$ cat src/rtl/sc_level_timer.sv
// Level timer: prescaled one-cycle LOAD ticks, a level counter and a speed band derived from it.
// Pause support is compiled in only when SC_LEVEL_TIMER_PAUSE_EN is defined.
module sc_level_timer #(
   parameter int unsigned PERIOD_0        = 32'd17500000,
   parameter int unsigned PERIOD_1        = 32'd15000000,
   parameter int unsigned PERIOD_2        = 32'd12500000,
   parameter int unsigned LOADS_PER_LEVEL = 32'd32,
   parameter int unsigned LEVEL_MAX       = 32'd59
) (
   input  logic       SC_LEVEL_TIMER_CLOCK_50,
   input  logic       SC_LEVEL_TIMER_RESET_InHigh,
   input  logic       SC_LEVEL_TIMER_START_InLow,
   input  logic       SC_LEVEL_TIMER_PAUSE_InHigh,
   output logic       SC_LEVEL_TIMER_LOAD_OutHigh,
   output logic [7:0] SC_LEVEL_TIMER_LEVEL_Out,
   output logic [1:0] SC_LEVEL_TIMER_BAND_Out,
   output logic       SC_LEVEL_TIMER_DONE_OutHigh
);

   localparam int unsigned PrescW = 25;
   localparam int unsigned CntW   = (LOADS_PER_LEVEL > 1) ? $clog2(LOADS_PER_LEVEL) : 1;

   localparam logic [PrescW-1:0] Reload0   = PrescW'(PERIOD_0 - 1);
   localparam logic [PrescW-1:0] Reload1   = PrescW'(PERIOD_1 - 1);
   localparam logic [PrescW-1:0] Reload2   = PrescW'(PERIOD_2 - 1);
   localparam logic [CntW-1:0]   CntLast   = CntW'(LOADS_PER_LEVEL - 1);
   localparam logic [7:0]        LevelLast = 8'(LEVEL_MAX);

   typedef enum logic [1:0] {
      StIdle,
      StRun,
      StPause,
      StDone
   } state_e;

   state_e              state_q, state_d;
   logic [PrescW-1:0]   presc_q, presc_d;
   logic [CntW-1:0]     cnt_q, cnt_d;
   logic [7:0]          level_q, level_d;
   logic                load_fire;

`ifdef SC_LEVEL_TIMER_PAUSE_EN
   logic pause_req;
   assign pause_req = SC_LEVEL_TIMER_PAUSE_InHigh;
`else
   logic unused_pause;
   assign unused_pause = SC_LEVEL_TIMER_PAUSE_InHigh;
`endif

   function automatic logic [1:0] band_of(input logic [7:0] lvl);
      if (lvl <= 8'd10) begin
         return 2'd0;
      end else if (lvl <= 8'd32) begin
         return 2'd1;
      end
      return 2'd2;
   endfunction

   function automatic logic [PrescW-1:0] reload_of(input logic [1:0] band);
      case (band)
         2'd0:    return Reload0;
         2'd1:    return Reload1;
         default: return Reload2;
      endcase
   endfunction

   always_comb begin
      state_d   = state_q;
      presc_d   = presc_q;
      cnt_d     = cnt_q;
      level_d   = level_q;
      load_fire = 1'b0;
      case (state_q)
         StIdle, StDone: begin
            if (!SC_LEVEL_TIMER_START_InLow) begin
               state_d = StRun;
               presc_d = Reload0;
               cnt_d   = '0;
               level_d = '0;
            end
         end
         StRun: begin
`ifdef SC_LEVEL_TIMER_PAUSE_EN
            if (pause_req) begin
               // Freeze everything, including a prescaler already at zero.
               state_d = StPause;
            end else
`endif
            if (presc_q != '0) begin
               presc_d = presc_q - 1'b1;
            end else begin
               load_fire = 1'b1;
               if (cnt_q == CntLast) begin
                  cnt_d = '0;
                  if (level_q >= LevelLast) begin
                     state_d = StDone;
                  end else begin
                     level_d = level_q + 8'd1;
                  end
               end else begin
                  cnt_d = cnt_q + 1'b1;
               end
               // Reload uses the band of the level that follows this LOAD.
               presc_d = reload_of(band_of(level_d));
            end
         end
`ifdef SC_LEVEL_TIMER_PAUSE_EN
         StPause: begin
            if (!pause_req) begin
               state_d = StRun;
            end
         end
`endif
         default: begin
            state_d = StIdle;
         end
      endcase
   end

   always_ff @(posedge SC_LEVEL_TIMER_CLOCK_50) begin
      if (SC_LEVEL_TIMER_RESET_InHigh) begin
         state_q <= StIdle;
         presc_q <= '0;
         cnt_q   <= '0;
         level_q <= '0;
      end else begin
         state_q <= state_d;
         presc_q <= presc_d;
         cnt_q   <= cnt_d;
         level_q <= level_d;
      end
   end

   assign SC_LEVEL_TIMER_LOAD_OutHigh = load_fire & ~SC_LEVEL_TIMER_RESET_InHigh;
   assign SC_LEVEL_TIMER_LEVEL_Out    = level_q;
   assign SC_LEVEL_TIMER_BAND_Out     = band_of(level_q);
   assign SC_LEVEL_TIMER_DONE_OutHigh = (state_q == StDone);

endmodule

$ cat config.mk
export PLATFORM = sky130hd
export DESIGN_NAME = sc_level_timer
export DESIGN_NICKNAME = d
export VERILOG_FILES = /design/src/rtl/sc_level_timer.sv
export SDC_FILE = /design/constraint.sdc
export NUM_CORES = 1
export LEC_CHECK = 0
export BUFFER_PORTS_ARGS = -buffer_cell sky130_fd_sc_hd__buf_2
export CELL_PAD_IN_SITES_DETAIL_PLACEMENT = 1
export CELL_PAD_IN_SITES_GLOBAL_PLACEMENT = 2
export CORE_MARGIN = 1
export CORE_UTILIZATION = 36
export CTS_CLUSTER_SIZE = 28
export DETAILED_ROUTE_END_ITERATION = 6
export PLACE_DENSITY_LB_ADDON = 0.15
export RECOVER_POWER = 100
export SLEW_MARGIN = 20
export SYNTH_ARGS = -nofsm -noshare
export SYNTH_HDL_FRONTEND = slang
export SYNTH_SLANG_ARGS = --single-unit
$ cat constraint.sdc
create_clock -name SC_LEVEL_TIMER_CLOCK_50 -period 3.5 [get_ports SC_LEVEL_TIMER_CLOCK_50]
set_input_delay 0.35 -clock SC_LEVEL_TIMER_CLOCK_50 [delete_from_list [all_inputs] [get_ports SC_LEVEL_TIMER_CLOCK_50]]
set_output_delay 0.35 -clock SC_LEVEL_TIMER_CLOCK_50 [all_outputs]
set_load 0.01 [all_outputs]
==> results.cfg <==
[run_status]
status = finished, final reports clean

[timing]
hold_violations = 0
clock.fmax_mhz = 314
slew_headroom = 0.471
worstMarginPinSlew_ns = 0.794
fin_hold_ws_ns = 0.382
finalCritPeriodShare = 0.909
grt_setup_unrepaired = no
slew_violations = 0
setup_tns_ns = 0
finalClockSkew_ns = 0.0111
fin_ws_ns = 0.319
final-setup-viol-count = 0
fin_crit_ns = 3.18

[synth]
syn_avg_cell_area_um2 = 7.75
syn_nets = 334
syn_inst = 322
yosys_warnings = 0
synthArstFlopShare = 0
synth.distinct_cells = 56
yosysSeqAreaShare = 0.321
synth_top_area_share = 0.321
netlist_area_um2 = 2490
synth_enable_flop_cells = 0
ys_seq_elements = 40
ys_top_cells_by_area = dfxtp_1 32%, a21oi_1 7.0%, nor2_1 5.4%
synthFlopType = dfxtp_1
synth_top_area_cell = dfxtp_1

[placed_design]
place_area_um2 = 2620
dpl.hpwl_um = 5190
pre_cts_ws_ns = 0.139
finalWeightedCongestion = 0.786
io_buffer_count = 14

[global_routing]
grt_max_degree = 42
track_usage = 0.217
grt_pass1_wl_um = 12400
grt_remaining_overflow = 0
antenna_found_initial = 0
grt_pass1_vias = 2452

[clocking]
cts_htree_levels = 2
clock_latency_ns = 0.30
clk_transition_reported_paths_ns = 0.09
cts_tree = built
cts_buffers = 5
cts-root-buf = clkbuf_8
numClockSinks = 40
clk_path_buf_depth = 2
cts_hold_buf = 0

[cells_and_area]
areaGrowthSynthToFinish_pct = 8.17
layout.nets = 342
final_util = 0.413
final_area_um2 = 2700
layout_commonest_cell = dfxtp_1
final_cell_mix = 40 x dfxtp_1, 36 x nor2_1, 35 x a21oi_1
layout-drive-gt1-share = 0.0665
antenna-diode-count = 0

[routing]
wl_um = 7310
final_antenna_net_count = 0
vias_per_cell = 6.01
vias = 2453
first_pass_iters = 4
drtIter0Drc = 81
post_drt_wl_per_cell_um = 17.9
drc_errors = 0

[die]
die_y_um = 85.3
core_um2 = 6530
dieArea_um2 = 7270
chipWidth_um = 85.3
io_pins = 16
num_rows = 29
start_util = 0.382

[worst_hold_path]
hold_class = in2reg

[power]
p_per_area_nw_per_um2 = 652
p_leak_nw = 0.993
vdd_ir_drop_max_uv = 286

[critical_path]
cp-start-kind = flop
critPathKind = reg2reg
worst_ep_required_time_ns = 3.69
crit_path_end_kind = flop
cp.arrival_ns = 3.37
cp_max_fo = 6

[job]
max_cap_viol_count = 0
through the flow:
stage | power [mW] | std cells
5_1_grt | 1.90 | 408
3_5_place_dp | 1.39 | 400
4_1_cts | 1.79 | 408
3_3_place_gp | 1.37 | 400
6_report | 1.76 | 408
2_1_floorplan | 1.19 | 322
per-layer routing:
| layer | GRT usage | part of all wire | vias up |
|---|---|---|---|
| met2 | 0.366 | 0.47 | 32 |
| met4 | 0.0667 | 0.013 | 0 |
| met1 | 0.286 | 0.49 | 1201 |
| met3 | 0.0331 | 0.024 | 8 |
| li1 | - | - | 1212 |
| met5 | 0 | 0 | - |
cell usage after synthesis, types with 6 or more instances:
library cell / n
o31ai_1: 6
nand2_1: 28
a211oi_1: 7
ha_1: 8
nor4_1: 11
a21oi_1: 35
clkbuf_1: 14
nor3_1: 15
inv_1: 8
o21ai_0: 13
nor2_1: 36
dfxtp_1: 40
nand3_1: 10
path summary, 6_finish.rpt:
| check | start | to | slack, ns | cells past startpoint |
|---|---|---|---|---|
| worst min-delay path | SC_LEVEL_TIMER_START_InLow | state_q[1] | 0.38 | 3 |
| worst max register to register | cnt_q[0] | presc_q[22] | 0.32 | 11 |
| worst min register to register | cnt_q[4] | cnt_q[4] | 0.46 | 2 |
| worst max-delay path | cnt_q[0] | presc_q[22] | 0.32 | 11 |
layout make-up:
class | count | area [um^2]
fillers | 819 | 3830
inverters | 8 | 30.0
repair buffers | 19 | 82.6
multi-input cells | 256 | 1580
clock inverters | 3 | 42.5
clock buffers | 5 | 68.8
flip-flops and latches | 40 | 801
well taps | 77 | 96.3
what timing repair did:
action	in CTS	in global routing
buffers inserted	0	0
endpoints found under the setup margin	0	5
resized for setup	0	1
worst max-delay path, stage by stage (launching register included):
cell	delay [ns]
dfxtp_1	0.38
ha_1	0.18
and3_1	0.16
ha_1	0.26
or3b_2	0.53
nor3_1	0.34
a31oi_1	0.19
clkbuf_1	0.21
and2_1	0.18
a221o_1	0.36
nand2_1	0.16
o21ai_0	0.11
state kept, by name, indices dropped and copies added, names as in the netlist:
register	cells
cnt_q	5
SC_LEVEL_TIMER_LEVEL_Out	8
state_q	2
presc_q	25
where the power goes:
part / internal [mW] / switching, mW / leakage, nW / total (mW)
Combinational: 0.250 / 0.470 / 0.611 / 0.720
Sequential: 0.539 / 0.108 / 0.327 / 0.647
Clock: 0.211 / 0.180 / 0.0541 / 0.392
Total: 1.00 / 0.758 / 0.993 / 1.76
cells by family after synthesis:
group / after synthesis / synth area share
AO/OA/AOI/OAI: 94 / 0.244
XOR/XNOR: 9 / 0.0316
adder cells (fa/ha/maj): 8 / 0.0401
buffers and inverters: 26 / 0.0456
flip-flops: 40 / 0.321
multiplexers: 3 / 0.0125
AND/OR/NAND/NOR: 142 / 0.305
(Power assumes the default switching activity.)
